[src/rtl/gf2_poly_div_seq.sv]
// Bit-serial GF(2) polynomial divider: a = q*b ^ r, one quotient bit per clock.
// Define GF2DIV_REM_ONLY_EN for the reducer-only build (q tied to zero, no quotient register).
module gf2_poly_div_seq #(
  parameter int unsigned N = 18
) (
  input  logic             clk,
  input  logic             rst,
  input  logic             in_valid,
  output logic             in_ready,
  input  logic [2*N-2:0]   a,
  input  logic [N-1:0]     b,
  output logic             out_valid,
  input  logic             out_ready,
  output logic [2*N-2:0]   q,
  output logic [N-2:0]     r,
  output logic             div_by_zero
);

  localparam int unsigned AW = 2 * N - 1;
  localparam int unsigned CW = $clog2(2 * N);

  typedef enum logic [1:0] {StIdle, StNorm, StDiv, StDone} state_e;

  state_e        state_q;
  logic [AW-1:0] rem_q;   // working remainder, starts as the dividend
  logic [AW-1:0] dv_q;    // b * x^k for the current quotient position k
  logic [AW-1:0] mask_q;  // one-hot at bit k + deg b, the leading bit of dv_q
  logic [CW-1:0] cnt_q;   // NORM: N + shifts so far; DIV: iterations left
  logic          zero_q;
  logic          hit;

`ifdef GF2DIV_REM_ONLY_EN
  assign q = '0;
`else
  logic [AW-1:0] qw_q;
`endif

  assign in_ready = (state_q == StIdle);
  assign hit      = |(rem_q & mask_q);

  always_ff @(posedge clk) begin
    if (rst) begin
      state_q     <= StIdle;
      rem_q       <= '0;
      dv_q        <= '0;
      mask_q      <= '0;
      cnt_q       <= '0;
      zero_q      <= 1'b0;
      out_valid   <= 1'b0;
      r           <= '0;
      div_by_zero <= 1'b0;
`ifndef GF2DIV_REM_ONLY_EN
      qw_q        <= '0;
      q           <= '0;
`endif
    end else begin
      unique case (state_q)
        StIdle: begin
          if (in_valid) begin
            rem_q  <= a;
            dv_q   <= {b, {(N - 1){1'b0}}};
            mask_q <= {1'b1, {(AW - 1){1'b0}}};
            zero_q <= (b == '0);
`ifndef GF2DIV_REM_ONLY_EN
            qw_q   <= '0;
`endif
            if (b == '0) begin
              // Zero iterations: the DIV finalise edge reports the divide-by-zero.
              cnt_q   <= '0;
              state_q <= StDiv;
            end else if (b[N-1]) begin
              cnt_q   <= CW'(N);
              state_q <= StDiv;
            end else begin
              cnt_q   <= CW'(N);
              state_q <= StNorm;
            end
          end
        end

        StNorm: begin
          dv_q  <= dv_q << 1;
          cnt_q <= cnt_q + CW'(1);
          if (dv_q[AW-2]) begin
            state_q <= StDiv;
          end
        end

        StDiv: begin
          if (cnt_q != '0) begin
            if (hit) begin
              rem_q <= rem_q ^ dv_q;
            end
`ifndef GF2DIV_REM_ONLY_EN
            qw_q  <= {qw_q[AW-2:0], hit};
`endif
            dv_q   <= dv_q >> 1;
            mask_q <= mask_q >> 1;
            cnt_q  <= cnt_q - CW'(1);
          end else begin
            out_valid   <= 1'b1;
            div_by_zero <= zero_q;
            r           <= zero_q ? '0 : rem_q[N-2:0];
`ifndef GF2DIV_REM_ONLY_EN
            q           <= zero_q ? '0 : qw_q;
`endif
            state_q     <= StDone;
          end
        end

        StDone: begin
          if (out_ready) begin
            out_valid <= 1'b0;
            state_q   <= StIdle;
          end
        end

        default: state_q <= StIdle;
      endcase
    end
  end

endmodule
[config.mk]
export PLATFORM = sky130hd
export DESIGN_NAME = gf2_poly_div_seq
export DESIGN_NICKNAME = d
export VERILOG_FILES = /design/src/rtl/gf2_poly_div_seq.sv
export SDC_FILE = /design/constraint.sdc
export NUM_CORES = 1
export LEC_CHECK = 0
export BUFFER_PORTS_ARGS = -buffer_cell sky130_fd_sc_hd__buf_2
export CORE_ASPECT_RATIO = 0.5
export CORE_MARGIN = 2
export CORE_UTILIZATION = 50
export DETAILED_ROUTE_END_ITERATION = 8
export PLACE_DENSITY = 0.74
export SLEW_MARGIN = 20
export SYNTH_ARGS = -nofsm -noshare
export SYNTH_HDL_FRONTEND = slang
export SYNTH_SLANG_ARGS = --single-unit
[constraint.sdc]
create_clock -name clk -period 3.35 [get_ports clk]
set_clock_uncertainty 0.2 [all_clocks]
set_input_delay 0.67 -clock clk [delete_from_list [all_inputs] [get_ports clk]]
set_output_delay 0.67 -clock clk [all_outputs]
set_load 0.05 [all_outputs]
==> load_flow_metrics.sql, run 1 <==
INSERT INTO impl_metrics (metric_group, metric, value, unit) VALUES
('logic_synthesis', 'syn-num-nets', '1199', ''),
('finish', 'final_layout_size_suffix_gt1_frac', '0.143', ''),
('grt', 'maximum_number_of_pins_on_one_net_before_global_route_repair', '106', ''),
('setup_path', 'critical_path.max_fanout', '18', ''),
('route', 'detail_route.vias_per_cell', '5.96', ''),
('logic_synthesis', 'synth_cells', '1134', ''),
('route', 'dr.first_iter.drc_count', '824', ''),
('finish', 'area_delta_synth_final', '12.9', '%'),
('die', 'die_width', '196', 'um'),
('route', 'drt_wl_total', '25.0', 'mm'),
('timing', 'setup_total_negative_slack', '0', 'ns'),
('die', 'floorplan.initialDensity', '0.520', ''),
('die', 'die_y', '99.8', 'um'),
('clocking', 'cts_root_buffer', 'sky130_fd_sc_hd__clkbuf_16', ''),
('clocking', 'clock_latency', '0.49', 'ns'),
('timing', 'finalSetupViolations', '0', ''),
('logic_synthesis', 'count_of_flip_flops_with_a_built_in_enable_after_synthesis', '0', ''),
('timing', 'final.min_clock_period', '2.68', 'ns'),
('placed_design', 'globalplace.congestion', '0.853', ''),
('hold_path', 'min_path_type', 'flop to flop', ''),
('logic_synthesis', 'avgSynthCellArea', '8.10', 'um2'),
('die', 'floorplan.rows', '34', ''),
('finish', 'antennaDiodeCount', '0', ''),
('clocking', 'cts_inserted_buffers', '19', ''),
('finish', 'final_cell_area', '10400', 'um2'),
('logic_synthesis', 'synth_cell_types', '48', ''),
('grt', 'met1_track_demand_over_resource', '0.381', ''),
('clocking', 'post_cts_resize_count', '0', ''),
('setup_path', 'critical_path.most_common_cell', 'sky130_fd_sc_hd__inv_1', ''),
('logic_synthesis', 'async_reset_ff_frac', '0', ''),
('grt', 'grt_pass1_vias', '7694', ''),
('grt', 'globalRoute.busiestLayer', 'met2', ''),
('hold_path', 'worst_hold_path.num_cells', '2', ''),
('power_and_ir_drop', 'clkPwrFrac', '0.247', ''),
('logic_synthesis', 'seq_area_frac_synth', '0.443', ''),
('setup_path', 'critical_path_cell_count', '8', ''),
('clocking', 'ctsHoldBuffers', '0', ''),
('placed_design', 'post_placement_setup_slack', '0.690', 'ns'),
('grt', 'track_usage', '0.254', ''),
('die', 'dieArea', '19500', 'um2'),
('route', 'detailroute.via_count', '8505', ''),
('timing', 'period_share', '0.801', ''),
('clocking', 'clock_sink_count', '203', ''),
('power_and_ir_drop', 'finalPower', '0.00817', 'W'),
('die', 'core-area', '17700', 'um2'),
('die', 'ios', '112', ''),
('logic_synthesis', 'postSynth.topFlopCell', 'sky130_fd_sc_hd__dfxtp_1', ''),
('power_and_ir_drop', 'power.combinational.fraction', '0.378', ''),
('logic_synthesis', 'synth.ff_latch_count', '203', ''),
('power_and_ir_drop', 'power.share.sequential', '0.375', ''),
('setup_path', 'critPathTopFamily', 'buffers and inverters', ''),
('outcome', 'status', 'completed', ''),
('clocking', 'post_cts_buffers', '0', ''),
('setup_path', 'critPathRequiredTime', '3.49', 'ns'),
('setup_path', 'worst_path_largest_cell_delay', '0.45', 'ns'),
('power_and_ir_drop', 'total_switching_power', '0.00343', 'W'),
('placed_design', 'place.detailed.hpwl', '16.6', 'mm'),
('placed_design', 'detailed_place.area', '9810', 'um2'),
('job', 'drv.max_cap_violation_count', '0', ''),
('timing', 'postLayoutSetupSlackWorst', '0.668', 'ns'),
('grt', 'grt.met3_usage', '0.0417', ''),
('placed_design', 'port-buffer-count', '111', ''),
('setup_path', 'reg2regPathDepth', '8', ''),
('finish', 'layout.filler_cells', '1574', ''),
('grt', 'grt_antenna_before_repair', '0', ''),
('setup_path', 'critPathArrivalTime', '2.82', 'ns'),
('route', 'drt_pass1_iterations', '5', ''),
('clocking', 'cts.reportedPaths.clkPinSlew', '0.06', 'ns'),
('finish', 'final_nets', '1251', ''),
('clocking', 'max-clock-path-buffers', '3', ''),
('setup_path', 'setup.reg_to_reg.worst_slack', '0.67', 'ns');
[layout by cell type, fill, tap and decap left out, types with 7 or more instances in the layout]
cell type                   netlist  layout
sky130_fd_sc_hd__dfxtp_1        203     202
sky130_fd_sc_hd__o31ai_1         35      35
sky130_fd_sc_hd__inv_1           44      44
sky130_fd_sc_hd__nor2b_1         10      10
sky130_fd_sc_hd__clkbuf_16        0      19
sky130_fd_sc_hd__nor3b_1         35      35
sky130_fd_sc_hd__a311oi_1        18      18
sky130_fd_sc_hd__a22o_1          11      11
sky130_fd_sc_hd__a311o_1         35      35
sky130_fd_sc_hd__ha_1             8       7
sky130_fd_sc_hd__a22oi_1         78      78
sky130_fd_sc_hd__nor3_1          21      20
sky130_fd_sc_hd__a21oi_1        127     127
sky130_fd_sc_hd__buf_4            0      20
sky130_fd_sc_hd__nor2_1         198     197
sky130_fd_sc_hd__nand2_1         95      95
sky130_fd_sc_hd__nand2b_1        38      38
sky130_fd_sc_hd__buf_2           19     110
sky130_fd_sc_hd__nand3_1         25      25
sky130_fd_sc_hd__a31oi_1         10      10
[power groups by stage]
stage	combinational (W)	sequential, W	clock, W
detailed placement	0.00304	0.00310	0
CTS	0.00306	0.00304	0.00204
floorplan	0.00233	0.00300	0
finish	0.00309	0.00306	0.00202
global placement	0.00296	0.00308	0
global route	0.00344	0.00309	0.00215
[state kept, by name, summed over array words and instances (netlist names)]
name / cells
cnt_q: 6
div_by_zero: 1
dv_q: 35
mask_q: 35
out_valid: 1
q: 35
qw_q: 35
r: 17
rem_q: 35
state_q: 2
zero_q: 1
[logic make-up after synthesis]
family	share of synthesized area
DFF	0.443
and+or+nand+nor	0.223
AOI/OAI and AO/OA	0.255
xor gates and xnor gates	0.00477
adders and majority gates	0.0109
buffers and inverters	0.0643
[metal layers]
layer | share of wire | vias to the layer above
li1 | - | 4115
met4 | 0.018 | 0
met3 | 0.082 | 36
met5 | 0 | -
met2 | 0.43 | 327
met1 | 0.47 | 4027
[final timing paths]
kind | start | to
min reg2reg | div_by_zero$_SDFFE_PP0P_ | div_by_zero$_SDFFE_PP0P_
max | state_q[0]$_SDFFE_PP0P_ | rem_q[0]$_SDFFE_PP0P_
min | div_by_zero$_SDFFE_PP0P_ | div_by_zero$_SDFFE_PP0P_
max reg2reg | state_q[0]$_SDFFE_PP0P_ | rem_q[0]$_SDFFE_PP0P_
[area by class of cell]
cell class | count | area, um2 | area share
clock buffers | 26 | 542 | 0.0523
clock inverters | 2 | 13.8 | 0.00133
inverters | 44 | 165 | 0.0159
repair buffers | 132 | 732 | 0.0706
multi-input cells | 786 | 4550 | 0.439
well taps | 234 | 293 | 0.0282
flip-flops and latches | 203 | 4070 | 0.392
[per-stage QoR]
stage                     instances  hold slack, ns
after floorplan                1134           0.250
after global placement         1399           0.248
after detailed placement       1399           0.245
after CTS                      1427           0.254
after global routing           1427           0.290
final                          1427           0.250
[synth_stat cells, drive strengths merged (2+ instances only)]
library cell	count	share of area
a311o	35	0.038
nand2	96	0.040
and4	2	0.0019
a31oi	10	0.0068
xor2	3	0.0029
clkbuf	73	0.030
o221ai	4	0.0038
ha	8	0.011
dfxtp	203	0.44
o21ai	3	0.0016
a22oi	78	0.064
o31ai	35	0.029
nand2b	38	0.026
buf	28	0.016
nand4	3	0.0044
a22o	11	0.010
nor4	5	0.0057
nor2b	10	0.0068
inv	44	0.018
nor2	199	0.082
a21oi	127	0.069
nor3	21	0.011
a221oi	4	0.0065
nand3	25	0.014
nor3b	35	0.029
o21a	2	0.0016
xnor2	2	0.0019
a311oi	18	0.017
[worst reg2reg max path: cells and delay by family, from the launching register on]
family / cells / cell delay [ns]
buffers and inverters: 3 / 0.69
flip-flops: 1 / 0.34
AND/OR/NAND/NOR: 1 / 0.45
adder cells (fa/ha/maj): 1 / 0.40
AO/OA/AOI/OAI: 3 / 0.47
No activity file was read; power rests on OpenSTA's default activity.
==> run 2: changes to the inputs <==
PLACE_DENSITY = 0.77   (was 0.74)
clock period = 2.2 ns   (was 3.35 ns; I/O delays follow)
==> run 2 against run 1 <==
  * Combinational power is 84% higher
  * Via count increased by 4.9%
  * Worst hold slack got worse by 0.17 ns
  * Clock-buffer cell count fell by 1
  * Flip-flop and latch count did not move
  * Core utilization rose by 3.4 points
  * Clock power up 64%
  * Sequential power grew 53%
  * Sequential share of layout area is 2.0 points lower
  * Register-to-register slack got worse by 0.66 ns
  * Largest power group unchanged
==> load_flow_metrics.sql, run 2 (same netlist as run 1, synthesis figures left out) <==
INSERT INTO impl_metrics (metric_group, metric, value, unit) VALUES
('placed_design', 'detailed_place.area', '10100', 'um2'),
('die', 'ios', '112', ''),
('clocking', 'cts.reportedPaths.clkPinSlew', '0.06', 'ns'),
('route', 'met1Wirelength', '11.9', 'mm'),
('grt', 'grt_antenna_before_repair', '0', ''),
('route', 'drt_wl_total', '26.7', 'mm'),
('timing', 'hold_viol', '0', ''),
('finish', 'mostFrequentLayoutCells', '196 x sky130_fd_sc_hd__nor2_1, 195 x sky130_fd_sc_hd__dfxtp_1, 126 x sky130_fd_sc_hd__a21oi_1, 109 x sky130_fd_sc_hd__buf_2, 94 x sky130_fd_sc_hd__nand2_1', ''),
('die', 'die_width', '196', 'um'),
('timing', 'worst-slew-pin-transition', '0.595', 'ns'),
('finish', 'antennaDiodeCount', '0', ''),
('route', 'top_signal_layer_used', 'met4', ''),
('route', 'drt-wirelength-per-cell', '18.3', 'um'),
('grt', 'grt_pass1_vias', '7621', ''),
('timing', 'slew-limit-headroom', '0.603', ''),
('clocking', 'cts_inserted_buffers', '19', ''),
('grt', 'track_usage', '0.253', ''),
('route', 'detailroute.via_count', '8918', ''),
('route', 'remaining_drc_errors', '0', ''),
('setup_path', 'critPathLaunchType', 'flop', ''),
('route', 'dr.first_iter.drc_count', '950', ''),
('grt', 'maximum_number_of_pins_on_one_net_before_global_route_repair', '107', ''),
('clocking', 'cts_root_buffer', 'sky130_fd_sc_hd__clkbuf_16', ''),
('grt', 'global_route_wire_length_before_repair', '40.3', 'mm'),
('die', 'core-area', '17700', 'um2'),
('route', 'detail_route.vias_per_cell', '6.14', ''),
('finish', 'layout.cells.most_common', 'sky130_fd_sc_hd__nor2_1', ''),
('finish', 'final_layout_size_suffix_gt1_frac', '0.180', ''),
('clocking', 'cts_htree_levels', '1', ''),
('grt', 'global_route.overflow_total', '0', ''),
('die', 'dieArea', '19500', 'um2'),
('clocking', 'tritoncts', 'built', ''),
('job', 'drv.max_cap_violation_count', '0', ''),
('outcome', 'status', 'completed', ''),
('timing', 'rsz0062_at_grt', 'true', ''),
('timing', 'period_share', '0.999', ''),
('placed_design', 'post-place-cells', '1414', ''),
('timing', 'final.min_clock_period', '2.20', 'ns'),
('placed_design', 'port-buffer-count', '111', ''),
('finish', 'final_nets', '1273', ''),
('route', 'drtAntennaViolNets', '0', ''),
('setup_path', 'cp-end-kind', 'output pin', ''),
('setup_path', 'critPathRequiredTime', '1.56', 'ns'),
('route', 'drt_pass1_iterations', '5', ''),
('placed_design', 'place.detailed.hpwl', '17.3', 'mm'),
('clocking', 'clock_sink_count', '203', ''),
('power_and_ir_drop', 'leakage', '4.16', 'nW'),
('die', 'floorplan.rows', '34', ''),
('timing', 'setup_total_negative_slack', '0', 'ns'),
('route', 'met2RoutedLength', '11.7', 'mm'),
('power_and_ir_drop', 'ir_drop', '812', 'uV'),
('timing', 'final-max-slew-violation-count', '0', ''),
('finish', 'final_cell_area', '11000', 'um2'),
('setup_path', 'critical_path.max_fanout', '8', ''),
('finish', 'area_delta_synth_final', '19.3', '%'),
('route', 'met3_wire_len', '2.32', 'mm'),
('clocking', 'max-clock-path-buffers', '3', ''),
('power_and_ir_drop', 'power_per_cell_area', '1250', 'nW/um2'),
('setup_path', 'critPathArrivalTime', '1.56', 'ns'),
('die', 'die_y', '99.8', 'um'),
('hold_path', 'min_path_type', 'primary input to flop', ''),
('placed_design', 'globalplace.congestion', '0.891', ''),
('finish', 'stdcell_count', '1453', ''),
('clocking', 'clock_latency', '0.50', 'ns'),
('timing', 'achievable-frequency', '0.455', 'GHz'),
('timing', 'finalSetupViolations', '0', ''),
('die', 'floorplan.initialDensity', '0.520', ''),
('setup_path', 'worstSetupPathType', 'flop to output pin', '');
[run 2: changes by cell type in the layout (fill, tap and decap cells not counted), sizes merged]
cell,delta
buf,+18
clkbuf,+3
bufinv,+2
clkinvlp,+2
clkinv,+1
[run 2: power by group]
part / switching, W / internal (W) / leakage [nW] / total [W]
Sequential: 0.000527 / 0.00414 / 1.65 / 0.00467
Clock: 0.00142 / 0.00190 / 0.294 / 0.00332
Combinational: 0.00360 / 0.00208 / 2.22 / 0.00569
[run 2: path summary, 6_finish.rpt]
kind | from | endpoint | slack, ns | cells past startpoint
max | state_q[1]$_SDFFE_PP0P_ | in_ready | 0.002 | 4
min | a[1] | rem_q[1]$_SDFFE_PP0P_ | 0.08 | 3
max reg2reg | mask_q[15]$_SDFFE_PP0P_ | rem_q[18]$_SDFFE_PP0P_ | 0.01 | 8
min reg2reg | div_by_zero$_SDFFE_PP0P_ | div_by_zero$_SDFFE_PP0P_ | 0.25 | 2
[run 2: critical path, cell delays in order, from the launching register on]
cell and delay [ns]:
sky130_fd_sc_hd__dfxtp_1 0.31, sky130_fd_sc_hd__buf_4 0.14, sky130_fd_sc_hd__inv_1 0.10, sky130_fd_sc_hd__ha_2 0.28
sky130_fd_sc_hd__buf_4 0.23
[run 2: through the flow]
step / setup slack (ns) / power, W / util / hold slack [ns]
2_1_floorplan: -0.119 / 0.00814 / - / 0.250
3_3_place_gp: 0.0469 / 0.00970 / 0.572 / 0.244
3_5_place_dp: -0.0115 / 0.00980 / 0.572 / 0.247
4_1_cts: 0.0123 / 0.0131 / 0.607 / 0.0741
5_1_grt: -0.0555 / 0.0143 / 0.621 / 0.0876
6_report: 0.00215 / 0.0137 / 0.621 / 0.0792
[run 2: what timing repair did]
| action | CTS | global route |
|---|---|---|
| endpoints found under the setup margin | 5 | 57 |
| cloned | 0 | 4 |
| pin swaps | 0 | 8 |
| setup buffers | 0 | 3 |
| hold buffers | 0 | 0 |
| resized for setup | 2 | 32 |
[run 2: cell type report]
type,instances,area [um2]
sequential,203,4080
tap,234,293
multi-input combinational,786,4610
clock inverter,7,93.8
clock buffer,25,518
timing repair buffer,154,1200
inverter,44,165
fill,1502,6700
[run 2: routing by layer]
| metal | vias to the layer above | global-route usage |
|---|---|---|
| met2 | 459 | 0.387 |
| met1 | 4220 | 0.374 |
| met3 | 62 | 0.0363 |
| met4 | 0 | 0.0670 |
| met5 | - | 0 |
| li1 | 4177 | - |
==> run 3: changes to the inputs <==
GPL_TIMING_DRIVEN = 0   (was not set)
==> run 3 against run 2 <==
  * The flow now finishes with violations (negative setup slack)
  * Routed wire length rose by 12%
  * Critical path type is now flop to flop
  * Flip-flop and latch count did not move
  * Sequential power barely moved
  * Worst hold slack got worse by 0.020 ns
  * Largest power group unchanged
  * Via count rose by 4.9%
  * Sequential share of layout area fell by 0.84 points
==> load_flow_metrics.sql, run 3 (same netlist as run 1, synthesis figures left out) <==
INSERT INTO impl_metrics (metric_group, metric, value, unit) VALUES
('setup_path', 'critPathArrivalTime', '2.35', 'ns'),
('die', 'floorplan.rows', '34', ''),
('timing', 'period_share', '1.00', ''),
('route', 'drt-wirelength-per-cell', '19.5', 'um'),
('die', 'floorplan.initialDensity', '0.520', ''),
('timing', 'slew-limit-headroom', '0.471', ''),
('grt', 'grt_pass1_vias', '8377', ''),
('clocking', 'tritoncts', 'built', ''),
('hold_path', 'min_path_type', 'primary input to flop', ''),
('timing', 'worst-slew-pin-transition', '0.794', 'ns'),
('clocking', 'max-clock-path-buffers', '3', ''),
('placed_design', 'detailed_place.area', '10000', 'um2'),
('grt', 'met1_track_demand_over_resource', '0.436', ''),
('die', 'die_width', '196', 'um'),
('grt', 'global_route.usage.met2', '0.442', ''),
('finish', 'antennaDiodeCount', '0', ''),
('timing', 'postLayoutSetupSlackWorst', '-0.000975', 'ns'),
('route', 'remaining_drc_errors', '0', ''),
('finish', 'final_nets', '1343', ''),
('timing', 'final.min_clock_period', '2.20', 'ns'),
('grt', 'grt_antenna_before_repair', '0', ''),
('grt', 'global_route.overflow_total', '0', ''),
('grt', 'globalRoute.busiestLayer', 'met2', ''),
('placed_design', 'port-buffer-count', '110', ''),
('power_and_ir_drop', 'ir_drop', '663', 'uV'),
('route', 'drt_wl_total', '29.8', 'mm'),
('timing', 'hold_viol', '0', ''),
('clocking', 'cts_htree_levels', '1', ''),
('power_and_ir_drop', 'power_per_cell_area', '1280', 'nW/um2'),
('die', 'die_y', '99.8', 'um'),
('timing', 'rsz0062_at_grt', 'true', ''),
('clocking', 'cts_root_buffer', 'sky130_fd_sc_hd__clkbuf_16', ''),
('setup_path', 'worstSetupPathType', 'flop to flop', ''),
('die', 'core-area', '17700', 'um2'),
('route', 'drt_pass1_iterations', '8', ''),
('route', 'drtAntennaViolNets', '0', ''),
('finish', 'stdcell_count', '1526', ''),
('finish', 'mostFrequentLayoutCells', '197 x sky130_fd_sc_hd__nor2_1, 194 x sky130_fd_sc_hd__dfxtp_1, 126 x sky130_fd_sc_hd__a21oi_1, 116 x sky130_fd_sc_hd__buf_2, 92 x sky130_fd_sc_hd__nand2_1', ''),
('outcome', 'failed_checks', 'negative setup slack', ''),
('route', 'dr.first_iter.drc_count', '981', ''),
('timing', 'final-max-slew-violation-count', '0', ''),
('setup_path', 'cp-end-kind', 'flop', ''),
('power_and_ir_drop', 'leakage', '4.31', 'nW'),
('die', 'ios', '112', ''),
('setup_path', 'critPathRequiredTime', '2.35', 'ns'),
('finish', 'final_cell_area', '11200', 'um2'),
('placed_design', 'place.detailed.hpwl', '21.3', 'mm'),
('timing', 'hold_ws', '0.0596', 'ns'),
('grt', 'maximum_number_of_pins_on_one_net_before_global_route_repair', '20', ''),
('route', 'detailroute.via_count', '9351', ''),
('job', 'drv.max_cap_violation_count', '0', ''),
('outcome', 'status', 'finished, violations left', ''),
('clocking', 'ctsHoldBuffers', '0', ''),
('finish', 'layout.filler_cells', '1503', ''),
('grt', 'global_route_wire_length_before_repair', '45.5', 'mm'),
('setup_path', 'critical_path.max_fanout', '5', ''),
('finish', 'final_layout_size_suffix_gt1_frac', '0.207', ''),
('grt', 'grt.met3_usage', '0.0578', ''),
('setup_path', 'critPathLaunchType', 'flop', ''),
('die', 'dieArea', '19500', 'um2'),
('finish', 'layout.cells.most_common', 'sky130_fd_sc_hd__nor2_1', ''),
('route', 'detail_route.vias_per_cell', '6.13', ''),
('timing', 'achievable-frequency', '0.454', 'GHz'),
('placed_design', 'globalplace.congestion', '0.993', ''),
('power_and_ir_drop', 'finalPower', '0.0144', 'W'),
('clocking', 'cts.reportedPaths.clkPinSlew', '0.08', 'ns'),
('placed_design', 'post-place-cells', '1478', ''),
('timing', 'finalSetupViolations', '1', ''),
('finish', 'area_delta_synth_final', '22.1', '%'),
('clocking', 'clock_latency', '0.52', 'ns'),
('grt', 'track_usage', '0.293', ''),
('placed_design', 'post_placement_setup_slack', '-0.545', 'ns'),
('clocking', 'clock_sink_count', '203', ''),
('clocking', 'cts_inserted_buffers', '20', '');
==> run 3: report_power, final <==
group	leakage, nW	total (W)	internal, W	switching (W)
logic	2.30	0.00587	0.00202	0.00385
clock network	0.364	0.00382	0.00226	0.00156
registers	1.65	0.00470	0.00415	0.000550
total	4.31	0.0144	0.00843	0.00596
==> run 3: layout make-up <==
type / count / area [um2] / area share
sequential: 203 / 4080 / 0.364
timing repair buffer: 124 / 717 / 0.0639
tap: 234 / 293 / 0.0261
buffer: 99 / 562 / 0.0501
inverter: 44 / 171 / 0.0153
multi-input combinational: 786 / 4660 / 0.416
clock inverter: 13 / 191 / 0.0171
clock buffer: 23 / 542 / 0.0483
==> run 3: metal layers <==
metal / vias to the layer above / part of all wire
met1: 4498 / 0.45
met4: 0 / 0.015
met3: 44 / 0.11
met5: - / 0
met2: 487 / 0.43
li1: 4322 / -
==> run 3: path summary, 6_finish.rpt <==
kind	start	end	slack (ns)	cells past startpoint
min	a[32]	rem_q[32]$_SDFFE_PP0P_	0.06	3
max reg2reg	state_q[0]$_SDFFE_PP0P_	cnt_q[4]$_SDFFE_PP0P_	-0.001	11
max	state_q[0]$_SDFFE_PP0P_	cnt_q[4]$_SDFFE_PP0P_	-0.001	11
min reg2reg	div_by_zero$_SDFFE_PP0P_	div_by_zero$_SDFFE_PP0P_	0.26	2
==> run 3: repair_timing <==
action,in CTS,in global routing
cloned,0,3
pin swaps,5,23
buffers inserted,7,4
gates resized for setup,43,96
endpoints found under the setup margin,200,174
==> run 3: critical path: stages, from the launching register on <==
cell,delay [ns]
sky130_fd_sc_hd__dfxtp_2,0.36
sky130_fd_sc_hd__inv_4,0.06
sky130_fd_sc_hd__ha_4,0.17
sky130_fd_sc_hd__buf_8,0.12
sky130_fd_sc_hd__xor2_1,0.14
sky130_fd_sc_hd__ha_2,0.18
sky130_fd_sc_hd__o21a_1,0.17
sky130_fd_sc_hd__o22a_1,0.21
sky130_fd_sc_hd__a21oi_2,0.16
sky130_fd_sc_hd__xnor2_1,0.08
sky130_fd_sc_hd__o221ai_1,0.16
sky130_fd_sc_hd__nor2_1,0.06
==> run 3: metrics by stage <==
step | TNS, ns | utilization
final | -0.000975 | 0.635
after global routing | -0.688 | 0.635
after CTS | 0 | 0.619
after detailed placement | -64.78 | 0.569
after global placement | -52.07 | 0.569
after floorplan | -0.119 | -
